`config.mk`:
```
export PLATFORM = sky130hd
export DESIGN_NAME = pc_dispatch_buffer
export DESIGN_NICKNAME = d
export VERILOG_FILES = /design/src/rtl/pc_dispatch_buffer.sv
export SDC_FILE = /design/constraint.sdc
export NUM_CORES = 1
export LEC_CHECK = 0
export ABC_AREA = 1
export ABC_CLOCK_PERIOD_IN_PS = 6850
export BUFFER_PORTS_ARGS = -buffer_cell sky130_fd_sc_hd__buf_2
export CORE_MARGIN = 3
export CORE_UTILIZATION = 41
export CTS_CLUSTER_SIZE = 20
export DETAILED_ROUTE_END_ITERATION = 8
export RECOVER_POWER = 25
export SYNTH_ARGS = -nofsm -noshare
export SYNTH_HDL_FRONTEND = slang
export SYNTH_SLANG_ARGS = --single-unit
```
`constraint.sdc`:
```
create_clock -name clk -period 6.85 [get_ports clk]
set_input_delay 0.685 -clock clk [delete_from_list [all_inputs] [get_ports clk]]
set_output_delay 0.685 -clock clk [all_outputs]
set_load 0.03 [all_outputs]
```
`src/rtl/pc_dispatch_buffer.sv`:
```
// Thread dispatch buffer closing the basic_block loop: two circular PC queues
// (current / next character) with a small sequencer for character advance and done detection.
//
// state   | meaning
// --------+-----------------------------------------------------------------
// IDLE    | after reset; threads may be seeded, nothing dispatched
// RUN     | dispatch current-queue PCs, capture returned PCs into either queue
// ADVANCE | current character exhausted; wait for the character stream to step
// DONE    | no live threads; seeding allowed, start re-enters RUN
module pc_dispatch_buffer #(
    parameter int PC_WIDTH        = 8,
    parameter int FIFO_DEPTH_LOG2 = 4
) (
    input  logic                clk,
    input  logic                reset,
    input  logic                start,
    input  logic                in_pc_valid,
    input  logic [PC_WIDTH-1:0] in_pc,
    input  logic                in_pc_is_directed_to_current,
    output logic                in_pc_ready,
    output logic                out_pc_valid,
    output logic [PC_WIDTH-1:0] out_pc,
    input  logic                out_pc_ready,
    input  logic                core_busy,
    output logic                advance_valid,
    input  logic                advance_ready,
    output logic                done
);

    localparam int DEPTH = 1 << FIFO_DEPTH_LOG2;
    localparam int PTR_W = FIFO_DEPTH_LOG2;
    localparam int CNT_W = FIFO_DEPTH_LOG2 + 1;
    localparam logic [CNT_W-1:0] FULL_CNT = {1'b1, {PTR_W{1'b0}}};

    typedef enum logic [1:0] {
        ST_IDLE    = 2'd0,
        ST_RUN     = 2'd1,
        ST_ADVANCE = 2'd2,
        ST_DONE    = 2'd3
    } state_t;

    state_t state, state_nxt;

    logic                     cur_sel;
    logic                     rdy_en;
    logic [1:0]               q_push;
    logic [1:0]               q_pop;
    logic [1:0]               q_empty;
    logic [1:0]               q_full;
    logic [1:0][PC_WIDTH-1:0] q_head;

    logic cur_empty, cur_full, next_empty, next_full;
    logic push_en, pop_en, push_sel;
    logic in_rdy_c, out_vld_c, adv_vld_c, done_c;

    assign cur_empty  = q_empty[cur_sel];
    assign cur_full   = q_full[cur_sel];
    assign next_empty = q_empty[~cur_sel];
    assign next_full  = q_full[~cur_sel];

    assign push_en  = in_pc_valid && in_pc_ready;
    assign pop_en   = out_pc_valid && out_pc_ready;
    assign push_sel = in_pc_is_directed_to_current ? cur_sel : ~cur_sel;

    generate
        for (genvar q = 0; q < 2; q++) begin : g_queue
            logic [PC_WIDTH-1:0] mem [DEPTH];
            logic [PTR_W-1:0]    rd_ptr;
            logic [PTR_W-1:0]    wr_ptr;
            logic [CNT_W-1:0]    count;

            assign q_push[q]  = push_en && (push_sel == 1'(q));
            assign q_pop[q]   = pop_en && (cur_sel == 1'(q));
            assign q_empty[q] = (count == '0);
            assign q_full[q]  = (count == FULL_CNT);
            assign q_head[q]  = mem[rd_ptr];

            always_ff @(posedge clk or negedge reset) begin
                if (!reset) begin
                    rd_ptr <= '0;
                    wr_ptr <= '0;
                    count  <= '0;
                end else begin
                    if (q_push[q]) wr_ptr <= wr_ptr + PTR_W'(1);
                    if (q_pop[q])  rd_ptr <= rd_ptr + PTR_W'(1);
                    count <= count + CNT_W'(q_push[q]) - CNT_W'(q_pop[q]);
                end
            end

            // Storage is not reset; a cleared count makes stale entries unreachable.
            always_ff @(posedge clk) begin
                if (q_push[q]) mem[wr_ptr] <= in_pc;
            end
        end
    endgenerate

    always_ff @(posedge clk or negedge reset) begin
        if (!reset) begin
            state   <= ST_IDLE;
            cur_sel <= 1'b0;
            rdy_en  <= 1'b0;
        end else begin
            state  <= state_nxt;
            rdy_en <= 1'b1;
            if (state == ST_ADVANCE && advance_ready) cur_sel <= ~cur_sel;
        end
    end

    always_comb begin
        state_nxt = state;
        in_rdy_c  = 1'b0;
        out_vld_c = 1'b0;
        adv_vld_c = 1'b0;
        done_c    = 1'b0;
        case (state)
            ST_IDLE: begin
                in_rdy_c = !cur_full && !next_full;
                if (start) state_nxt = ST_RUN;
            end
            ST_RUN: begin
                // Readiness ignores the directed flag so either queue can always absorb a PC.
                in_rdy_c  = !cur_full && !next_full;
                out_vld_c = !cur_empty;
                if (cur_empty && !core_busy && !in_pc_valid)
                    state_nxt = next_empty ? ST_DONE : ST_ADVANCE;
            end
            ST_ADVANCE: begin
                adv_vld_c = 1'b1;
                if (advance_ready) state_nxt = ST_RUN;
            end
            ST_DONE: begin
                done_c   = 1'b1;
                in_rdy_c = !cur_full && !next_full;
                if (start) state_nxt = ST_RUN;
            end
            default: state_nxt = ST_IDLE;
        endcase
    end

    // rdy_en holds in_pc_ready low while reset is applied and until the first clock after it.
    assign in_pc_ready   = in_rdy_c && rdy_en;
    assign out_pc_valid  = out_vld_c;
    assign out_pc        = out_vld_c ? q_head[cur_sel] : '0;
    assign advance_valid = adv_vld_c;
    assign done          = done_c;

endmodule

```
==> results of run 1 <==
-- worst paths after layout --
path                            cells after the start  slack [ns]                          endpoint
worst max-delay path                               11        2.79                         out_pc[3]
worst min-delay path                                3        0.41               cur_sel$_DFFE_PN0P_
worst max register to register                     14        3.06     g_queue[0].count[4]$_DFF_PN0_
worst min register to register                      2        0.55              state[1]$_DFFE_PN0P_
max in group asynchronous                           1        5.22  g_queue[0].rd_ptr[0]$_DFFE_PN0P_
min in group asynchronous                           1        0.56  g_queue[1].wr_ptr[2]$_DFFE_PN0P_
-- power breakdown --
| group | internal [uW] | switching [uW] | total [uW] |
|---|---|---|---|
| registers | 2030 | 116 | 2150 |
| logic | 560 | 1340 | 1900 |
| clock network | 1010 | 656 | 1660 |
| total | 3600 | 2120 | 5710 |
-- cell usage in the layout, fill, tap and decap left out, drive strengths merged, types with 2 or more instances in the layout --
cell type	n
xnor2	2
nand2	346
ha	26
dfrtp	30
edfxtp	256
nor2	124
xor2	19
a21oi	9
o21ai	52
inv	131
buf	28
fa	2
o211ai	7
clkbuf	40
clkinv	15
nand4	6
bufinv	5
nand3	140
-- critical path: stages, from the launching register on --
cell and delay [ns]:
dfrtp_2 0.42, inv_1 0.63, buf_4 0.47, nand2_1 0.10
nand2_1 0.08, nand2_1 0.05, nand3_1 0.11, nand3_1 0.18
nand3_1 0.16, nand2_1 0.10, nor2_1 0.26, buf_2 0.26
-- registers in the layout, indices dropped and copies added, names as in the netlist --
register        cells
cur_sel             1
g_queue.count      10
g_queue.mem       256
g_queue.rd_ptr      8
g_queue.wr_ptr      8
rdy_en              1
state               2
-- cell families (layout without fill, tap and decap cells) --
logic type | count (synthesis) | after routing | synth area share [%]
AND/OR/NAND/NOR | 617 | 617 | 20.2
flip-flops | 286 | 286 | 66.3
buffers and inverters | 186 | 220 | 6.13
AO/OA/AOI/OAI | 69 | 69 | 2.90
adder cells (fa/ha/maj) | 28 | 28 | 2.87
XOR/XNOR | 21 | 21 | 1.50
other | 1 | 1 | 0.0295
-- routing by layer --
metal | wire, um | vias up
li1 | - | 4004
met1 | 12900 | 3920
met2 | 14000 | 203
met3 | 1360 | 69
met4 | 1060 | 2
met5 | 7 | -
-- through the flow --
step / setup WS, ns / instances / hold slack (ns) / util (%) / power [uW]
CTS: 2.80 / 1632 / 0.193 / 46.9 / 5750
detailed placement: 3.12 / 1578 / 0.546 / 43.6 / 4090
global placement: 3.12 / 1578 / 0.524 / 43.6 / 4070
global route: 2.48 / 1632 / 0.413 / 46.9 / 6090
floorplan: 4.28 / 1208 / 0.389 / - / 3580
finish: 2.79 / 1632 / 0.409 / 46.9 / 5710
-- layout make-up --
type | instances | area [um^2]
clock buffers | 35 | 791
clock inverters | 19 | 219
fillers | 2760 | 16000
well taps | 390 | 488
flip-flops and latches | 286 | 8440
repair buffers | 33 | 174
multi-input cells | 736 | 3500
inverters | 133 | 500
==> impl_results.md, run 1 <==
- Top-area cell type share of the netlist area: 60.4%
- Largest net degree at the start of global routing: 75
- Cell Pwr Density: 405 nW/um^2
- R2r startpoint: cur_sel$_DFFE_PN0P_
- Crit. Startpoint: g_queue[1].rd_ptr[0]$_DFFE_PN0P_
- Worst min path class: input pin to register
- Die Span Y: 182 um
- Number of global-route vias before repair: 8213
- Max FO, Critical Path: 31
- Fin Setup TNS: 0 ns
- IO Pins: 28
- Synth area leaders: edfxtp_1 (60%), nand2_1 (9.9%), dfrtp_1 (5.9%)
- Global routing met1 resource utilization: 24.1%
- Worst rel slew slack: -12.7%
- Register area share after synthesis: 66.3%
- TritonRoute pass-1 iters: 5
- Yosys warns: 0
- Tot GR Track Use: 17.7%
- HPWL after DPL: 17.7 mm
- Setup violators final: 0
- CTS tree: done
- Gr busiest metal: met2
- Initial core utilization: 42.3%
- Outcome: finished, violations left
- WP data required: 6.16 ns
- Maximum VDD drop: 0.000234 V
- Clk_lat worst skew: 0.55 ns
- Final period util: 59.2%
- Count leader, synth: nand2_1
- Leak pwr: 0.00578 uW
- Hold Buf Count CTS: 0
- CP Launch Type: register
- Worst setup path category: register to output port
- Post-CTS resize count: 0
- Least-Margin Pin Slew: 1.69 ns
- Maximum clock insertion buffer count: 3
- Nets@finish: 1264
- Htree depth: 1
- Vias: 8198
- Synth Register Bits: 286
- P&R area growth vs syn: 11.0%
- Clock Pin Slew Worst Setup and Hold Paths: 0.06 ns
- Share of cells above drive strength 1: 7.81%
- # diodes: 0
- Number of flops mapped to enable cells by yosys: 256
- Die X: 182 um
- Cell taking the most area after synthesis: edfxtp_1
- Time the worst path needs with I/O delays and setup: 4.06 ns
- Post-Syn Nets: 1252
- Grt met2 use: 29.4%
- Die ar.: 33200 um^2
- Most common library cells after synthesis: nand2_1 (337), edfxtp_1 (256), nand3_1 (139)
- DRT Wirelength: 29.3 mm
- FP Rows: 63
- TritonCTS buffer count: 30
- Async set-or-reset flop fraction in the synthesized netlist: 10.5%
- Post-route ant nets: 0
- Crit end category: output port
- CTS Sinks: 286
- Placed Instance Area: 13100 um^2
- Root buffer cell: clkbuf_16
- Via-per-instance ratio: 5.02
- Max-slew violation count: 163
- Final instance area: 14100 um^2
- Grt total ovfl: 0
- DR DRC count: 0
- Hold path startpoint: advance_ready
- Placer Congestion: 0.848
- PortBufs: 27
- Clock skew: 0.0104 ns
- Cells after Synth: 1208
- Number of max-cap violations: 5
- Netlist cell types: 32
- Final hold vios: 0
- DR iter-0 viols: 694
- Violated checks: max-capacitance violations, max-slew violations
- Fmax: 246 MHz
- Postcts setup bufs: 0
- Critical path arrival: 3.37 ns
- Mapped Area: 12700 um^2
- WL/cell: 17.9 um
- RSZ-0062 raised after global routing: false
- Core Box Area: 30100 um^2
- Met3 layer usage reported by global route: 2.49%
- Mean post-synth cell area: 10.5 um^2
- Initial antenna violation count: 1
- First-pass GRT wire length: 46.1 mm
- Ys flop type: edfxtp_1
Power figures use the tool's default switching activity.
==> run 2: changes to the inputs <==
--- a/config.mk
+++ b/config.mk
@@ -6,7 +6,7 @@
 export NUM_CORES = 1
 export LEC_CHECK = 0
 export ABC_AREA = 1
-export ABC_CLOCK_PERIOD_IN_PS = 6850
+export ABC_CLOCK_PERIOD_IN_PS = 3800
 export BUFFER_PORTS_ARGS = -buffer_cell sky130_fd_sc_hd__buf_2
 export CORE_MARGIN = 3
 export CORE_UTILIZATION = 41
==> constraint.sdc (replaced) <==
create_clock -name clk -period 3.8 [get_ports clk]
set_input_delay 0.38 -clock clk [delete_from_list [all_inputs] [get_ports clk]]
set_output_delay 0.38 -clock clk [all_outputs]
set_load 0.03 [all_outputs]
==> run 2 against run 1 <==
The run still ends with max-capacitance violations, max-slew violations left. Global-route usage decreased by 0.34 points. Sequential power increased by 80%. Via count increased by 0.40%. Sequential cell count unchanged. Hold slack got worse by 0.25 ns. Register-to-register slack got worse by 2.2 ns. Sequential share of layout area about the same. Non-clock buffer count increased by 5. Cell count increased by 0.43%. Cell area about the same. Critical endpoint unchanged. Largest cell class unchanged.
==> impl_results.md, run 2 (synthesized netlist as in run 1, its figures left out) <==
- Outcome: finished, violations left
- Violated checks: max-capacitance violations, max-slew violations
- Tot GR Track Use: 17.4%
- Sequential cell area: 8440 um^2
- Placed insts: 1582
- Final hold vios: 0
- FP Rows: 63
- Critical path's slowest cell: dfrtp_2
- Largest registers: g_queue.mem: 256 flops, g_queue.count: 10 flops
- Die X: 182 um
- Final instance area: 14100 um^2
- Max FO, Critical Path: 45
- CTS tree: done
- Die Span Y: 182 um
- DR iter-0 viols: 728
- Vias: 8231
- Max-slew violation count: 198
- # diodes: 0
- Multi-input gate area: 3500 um^2
- TritonCTS buffer count: 30
- PortBufs: 27
- P&R area growth vs syn: 11.0%
- Maximum VDD drop: 0.000505 V
- CP dominant cell by count: nand2_1
- R2r startpoint: cur_sel$_DFFE_PN0P_
- Root buffer cell: clkbuf_16
- Fmax: 295 MHz
- WL/cell: 17.6 um
- Commonest non-fill, non-tap cell in the layout: nand2_1
- WP data required: 3.42 ns
- Critical path arrival: 3.01 ns
- Initial antenna violation count: 0
- Clock skew: 0.0106 ns
- Maximum clock insertion buffer count: 3
- Leak pwr: 0.00578 uW
- IO Pins: 28
- Post-route ant nets: 0
- Htree depth: 1
- Largest net degree at the start of global routing: 71
- Time the worst path needs with I/O delays and setup: 3.39 ns
- Clk_lat worst skew: 0.55 ns
- Setup violators final: 0
- Fin Setup TNS: 0 ns
- Placer Congestion: 0.825
- Number of fill cells: 2776
- Die ar.: 33200 um^2
- CP cell instances: inv_1 > buf_4 > nand2_1 > nand2_1 > nand2_1 > nand3_1 > nand3_1 > nand3_1 > nand2_1 > nor2_1 > buf_2
- Worst path max stage delay: 0.58 ns
- Worst Hold Endpoint: cur_sel$_DFFE_PN0P_
- Worst rel slew slack: -17.0%
- FF-to-FF path depth: 13
- Via-per-instance ratio: 5.02
- Worst min path class: input pin to register
- Core Box Area: 30100 um^2
- Post-Layout Cell Count: 1639
- First-pass GRT wire length: 45.2 mm
- R2R Path End: g_queue[0].count[4]$_DFF_PN0_
- Max FFs per register: 256
- Hold WS: 0.156 ns
- Postcts setup bufs: 0
- HPWL after DPL: 17.4 mm
- R2r setup slk: 0.89 ns
- Final period util: 89.2%
- CTS Sinks: 286
- RSZ-0062 raised after global routing: false
- Least-Margin Pin Slew: 1.75 ns
- Number of global-route vias before repair: 7949
- Grt total ovfl: 0
- Clock Pin Slew Worst Setup and Hold Paths: 0.06 ns
- Crit end category: output port
- Nets@finish: 1269
- Hold path startpoint: advance_ready
- CP Launch Type: register
- DRT Wirelength: 28.9 mm
- Commonest cells after routing, fill and taps aside: nand2_1 (337), edfxtp_1 (256), nand3_1 (139), inv_1 (124), nor2_1 (121)
- Crit. Startpoint: g_queue[1].rd_ptr[0]$_DFFE_PN0P_
- Initial core utilization: 42.3%
- Hold path cells: 3
- Share of cells above drive strength 1: 8.01%
- TritonRoute pass-1 iters: 7
- DR DRC count: 0
- Placed Instance Area: 13200 um^2
- Number of max-cap violations: 6
- Cell Pwr Density: 722 nW/um^2
- Largest Register: g_queue.mem
- Worst setup path category: register to output port
- Post-CTS resize count: 0
- Hold Buf Count CTS: 1
## run 2: cell count changes in the layout (fill, tap and decap cells not counted), sizes merged
cell and change:
clkinv -2, buf +3, bufinv -4, clkbuf +9, dlygate4sd3 +1
## run 2: where the power goes
group / leakage, uW / total, uW / internal (uW) / switching (uW)
combinational: 0.00264 / 3500 / 1040 / 2450
clock: 0.000472 / 2810 / 1650 / 1160
sequential: 0.00266 / 3880 / 3660 / 219
total: 0.00578 / 10200 / 6350 / 3840
## run 2: layout make-up
type                       count  area share [%]
clock buffer                  43            6.17
clock inverter                13           0.612
inverter                     133            3.55
multi-input combinational    736            24.8
sequential                   286            59.8
tap                          390            3.46
timing repair buffer          38            1.60
## run 2: worst max-delay path by stage
stage                                          endpoint  slack [ns]  cells after the start
final                                         out_pc[3]        0.41                     11
after global routing                          out_pc[3]        0.21                     11
after CTS                                     out_pc[3]        0.46                     11
after floorplan           g_queue[0].count[4]$_DFF_PN0_        1.23                     17
after global placement    g_queue[0].count[4]$_DFF_PN0_        0.95                     13
after detailed placement  g_queue[0].count[4]$_DFF_PN0_        0.90                     13
## run 2: worst max-delay path, delay by kind of cell (launching register included)
family,cells,cell delay [ns]
buf+inv,3,0.82
flops,1,0.58
simple gates,8,1.05
## run 2: through the flow
step,total power (uW),util (%),worst slack [ns]
after floorplan,6460,-,1.23
after global placement,7400,43.7,0.951
after detailed placement,7440,43.7,0.903
after CTS,10300,46.9,0.460
after global routing,10800,46.9,0.214
final,10200,46.9,0.411
## run 2: layer usage
layer	wire [um]	track usage, %
met1	12300	23.8
met2	14500	29.8
met3	1470	1.93
met4	618	4.05
met5	0	0
==> run 3: changes to the inputs <==
--- a/config.mk
+++ b/config.mk
@@ -12,6 +12,7 @@
 export CORE_UTILIZATION = 41
 export CTS_CLUSTER_SIZE = 20
 export DETAILED_ROUTE_END_ITERATION = 8
+export PLACE_DENSITY_LB_ADDON = 0.05
 export RECOVER_POWER = 25
 export SYNTH_ARGS = -nofsm -noshare
 export SYNTH_HDL_FRONTEND = slang
==> run 3 against run 2 <==
The run still ends with max-capacitance violations, max-slew violations left. Utilization rose by 0.64 points. Sequential power about the same. Via count is 0.80% lower. Count of clock-buffer cells in the layout increased by 2. Setup slack gained 0.28 ns. Critical path depth unchanged. Cell count up 0.61%. Fmax up 8.8%. First-iteration DRC count fell by 31%. Power is 4.4% higher. Clock skew grew 0.0073 ns.
==> impl_results.md, run 3 (synthesized netlist as in run 1, its figures left out) <==
- Crit end category: output port
- Tot Pwr: 10600 uW
- Final period util: 81.9%
- Initial antenna violation count: 1
- R2R Path End: g_queue[0].count[4]$_DFF_PN0_
- Die Span Y: 182 um
- Leak pwr: 0.00587 uW
- Max FO, Critical Path: 41
- PortBufs: 27
- Violated checks: max-capacitance violations, max-slew violations
- CTS Sinks: 286
- Max FFs per register: 256
- Clock skew: 0.0179 ns
- Commonest cells after routing, fill and taps aside: nand2_1 (337), edfxtp_1 (256), nand3_1 (139), inv_1 (124), nor2_1 (121)
- Worst setup path category: register to output port
- Crit path buf inv count: 3
- Setup ws final: 0.687 ns
- Hold path cells: 3
- Top delay family on crit path: simple AND/OR/NAND/NOR gates
- Outcome: finished, violations left
- Clk_lat worst skew: 0.51 ns
- Htree depth: 2
- Maximum VDD drop: 0.000442 V
- Post-route ant nets: 0
- Vias: 8165
- TritonCTS buffer count: 35
- Largest Register: g_queue.mem
- Largest registers: g_queue.mem: 256 flops, g_queue.count: 10 flops
- Placed Instance Area: 13200 um^2
- Max-slew violation count: 231
- Top routing layer used: met4
- Post-CTS resize count: 0
- Clock Pin Slew Worst Setup and Hold Paths: 0.06 ns
- First-pass GRT wire length: 48.9 mm
- Cell Pwr Density: 744 nW/um^2
- Met1 WL: 13.8 mm
- RSZ-0062 raised after global routing: false
- Critical path's slowest cell: dfrtp_2
- Die X: 182 um
- Hold path startpoint: advance_ready
- CP dominant cell by count: nand2_1
- Critical path arrival: 2.73 ns
- Sequential cell area: 8440 um^2
- IO Pins: 28
- DR iter-0 viols: 500
- Number of global-route vias before repair: 8107
- Commonest non-fill, non-tap cell in the layout: nand2_1
- Time the worst path needs with I/O delays and setup: 3.11 ns
- DRT Wirelength: 31.5 mm
- # diodes: 0
- Fmax: 321 MHz
- Worst Hold Endpoint: cur_sel$_DFFE_PN0P_
- Root buffer cell: clkbuf_16
- CTS tree: done
- DR DRC count: 0
- Nets@finish: 1278
- R2r setup slk: 0.87 ns
- Met2 WL: 15.8 mm
- Largest net degree at the start of global routing: 75
- Worst min path class: input pin to register
- CP Launch Type: register
- Hold Buf Count CTS: 1
- R2r startpoint: cur_sel$_DFFE_PN0P_
- Number of max-cap violations: 7
- FP Rows: 63
- Post-Layout Cell Count: 1649
- Die ar.: 33200 um^2
- Placed insts: 1586
- Dpl ws: 0.839 ns
- Via-per-instance ratio: 4.95
- Final instance area: 14300 um^2
- Grt total ovfl: 0
- Worst rel slew slack: -30.6%
- Postcts setup bufs: 0
- Share of cells above drive strength 1: 8.50%
- Worst path max stage delay: 0.57 ns
- HPWL after DPL: 18.9 mm
- Tot GR Track Use: 19.3%
- Final hold vios: 0
- TritonRoute pass-1 iters: 5
- Core Box Area: 30100 um^2
- P&R area growth vs syn: 12.5%
- Maximum clock insertion buffer count: 3
- WP data required: 3.42 ns
- Setup violators final: 0
- Fin Setup TNS: 0 ns
- CP cell instances: inv_2 > buf_4 > nand2_1 > nand2_1 > nand2_1 > nand3_1 > nand3_1 > nand2_1 > nor2_1 > nor2_1 > buf_2
- FF-to-FF path depth: 13
- Number of fill cells: 2819
- WL/cell: 19.1 um
- Initial core utilization: 42.3%
- Metal3 WL: 1.17 mm
- Placer Congestion: 0.776
- Multi-input gate area: 3500 um^2
- Least-Margin Pin Slew: 1.96 ns
==> run 3: final cells by class <==
cell class              instances  area share (%)
well taps                     390            3.41
clock inverters                17           0.918
inverters                     133            3.50
repair buffers                 42            1.86
multi-input cells             736            24.5
flip-flops and latches        286            59.0
clock buffers                  45            6.82
==> run 3: power breakdown <==
group / switching [uW] / total (uW) / leakage, uW / internal [uW]
combinational: 2480 / 3560 / 0.00266 / 1080
sequential: 210 / 3880 / 0.00266 / 3660
clock: 1260 / 3210 / 0.000548 / 1940
total: 3950 / 10600 / 0.00587 / 6690
==> run 3: worst register-to-register path, stage by stage, from the launching register on <==
cell,delay [ns]
dfrtp_1,0.66
inv_2,0.26
o21ai_1,0.22
nor2_2,0.06
nand3_1,0.15
inv_1,0.07
ha_1,0.27
inv_1,0.04
ha_1,0.20
fa_1,0.43
a21oi_1,0.19
nor2_1,0.06
nor2_1,0.11
xor2_1,0.15
==> run 3: worst max path at each step <==
stage	slack [ns]	end	depth (start not counted)	from
3_5_place_dp	0.84	g_queue[0].count[4]$_DFF_PN0_	13	cur_sel$_DFFE_PN0P_
3_3_place_gp	0.93	g_queue[0].count[4]$_DFF_PN0_	13	cur_sel$_DFFE_PN0P_
4_1_cts	0.60	out_pc[0]	11	g_queue[0].rd_ptr[0]$_DFFE_PN0P_
2_1_floorplan	1.23	g_queue[0].count[4]$_DFF_PN0_	17	g_queue[0].count[3]$_DFF_PN0_
6_report	0.69	out_pc[3]	11	g_queue[0].rd_ptr[0]$_DFFE_PN0P_
5_1_grt	0.47	out_pc[5]	11	g_queue[0].rd_ptr[0]$_DFFE_PN0P_
==> run 3: layer usage <==
metal | GRT usage, % | vias to the layer above
met5 | 0 | -
met4 | 5.03 | 0
met3 | 2.77 | 54
met2 | 33.4 | 148
met1 | 25.6 | 3926
li1 | - | 4037
==> run 3: through the flow <==
step	hold slack, ns	utilization [%]
3_5_place_dp	0.508	43.8
6_report	0.179	47.5
4_1_cts	0.162	47.5
5_1_grt	0.171	47.5
3_3_place_gp	0.506	43.8
2_1_floorplan	0.0844	-
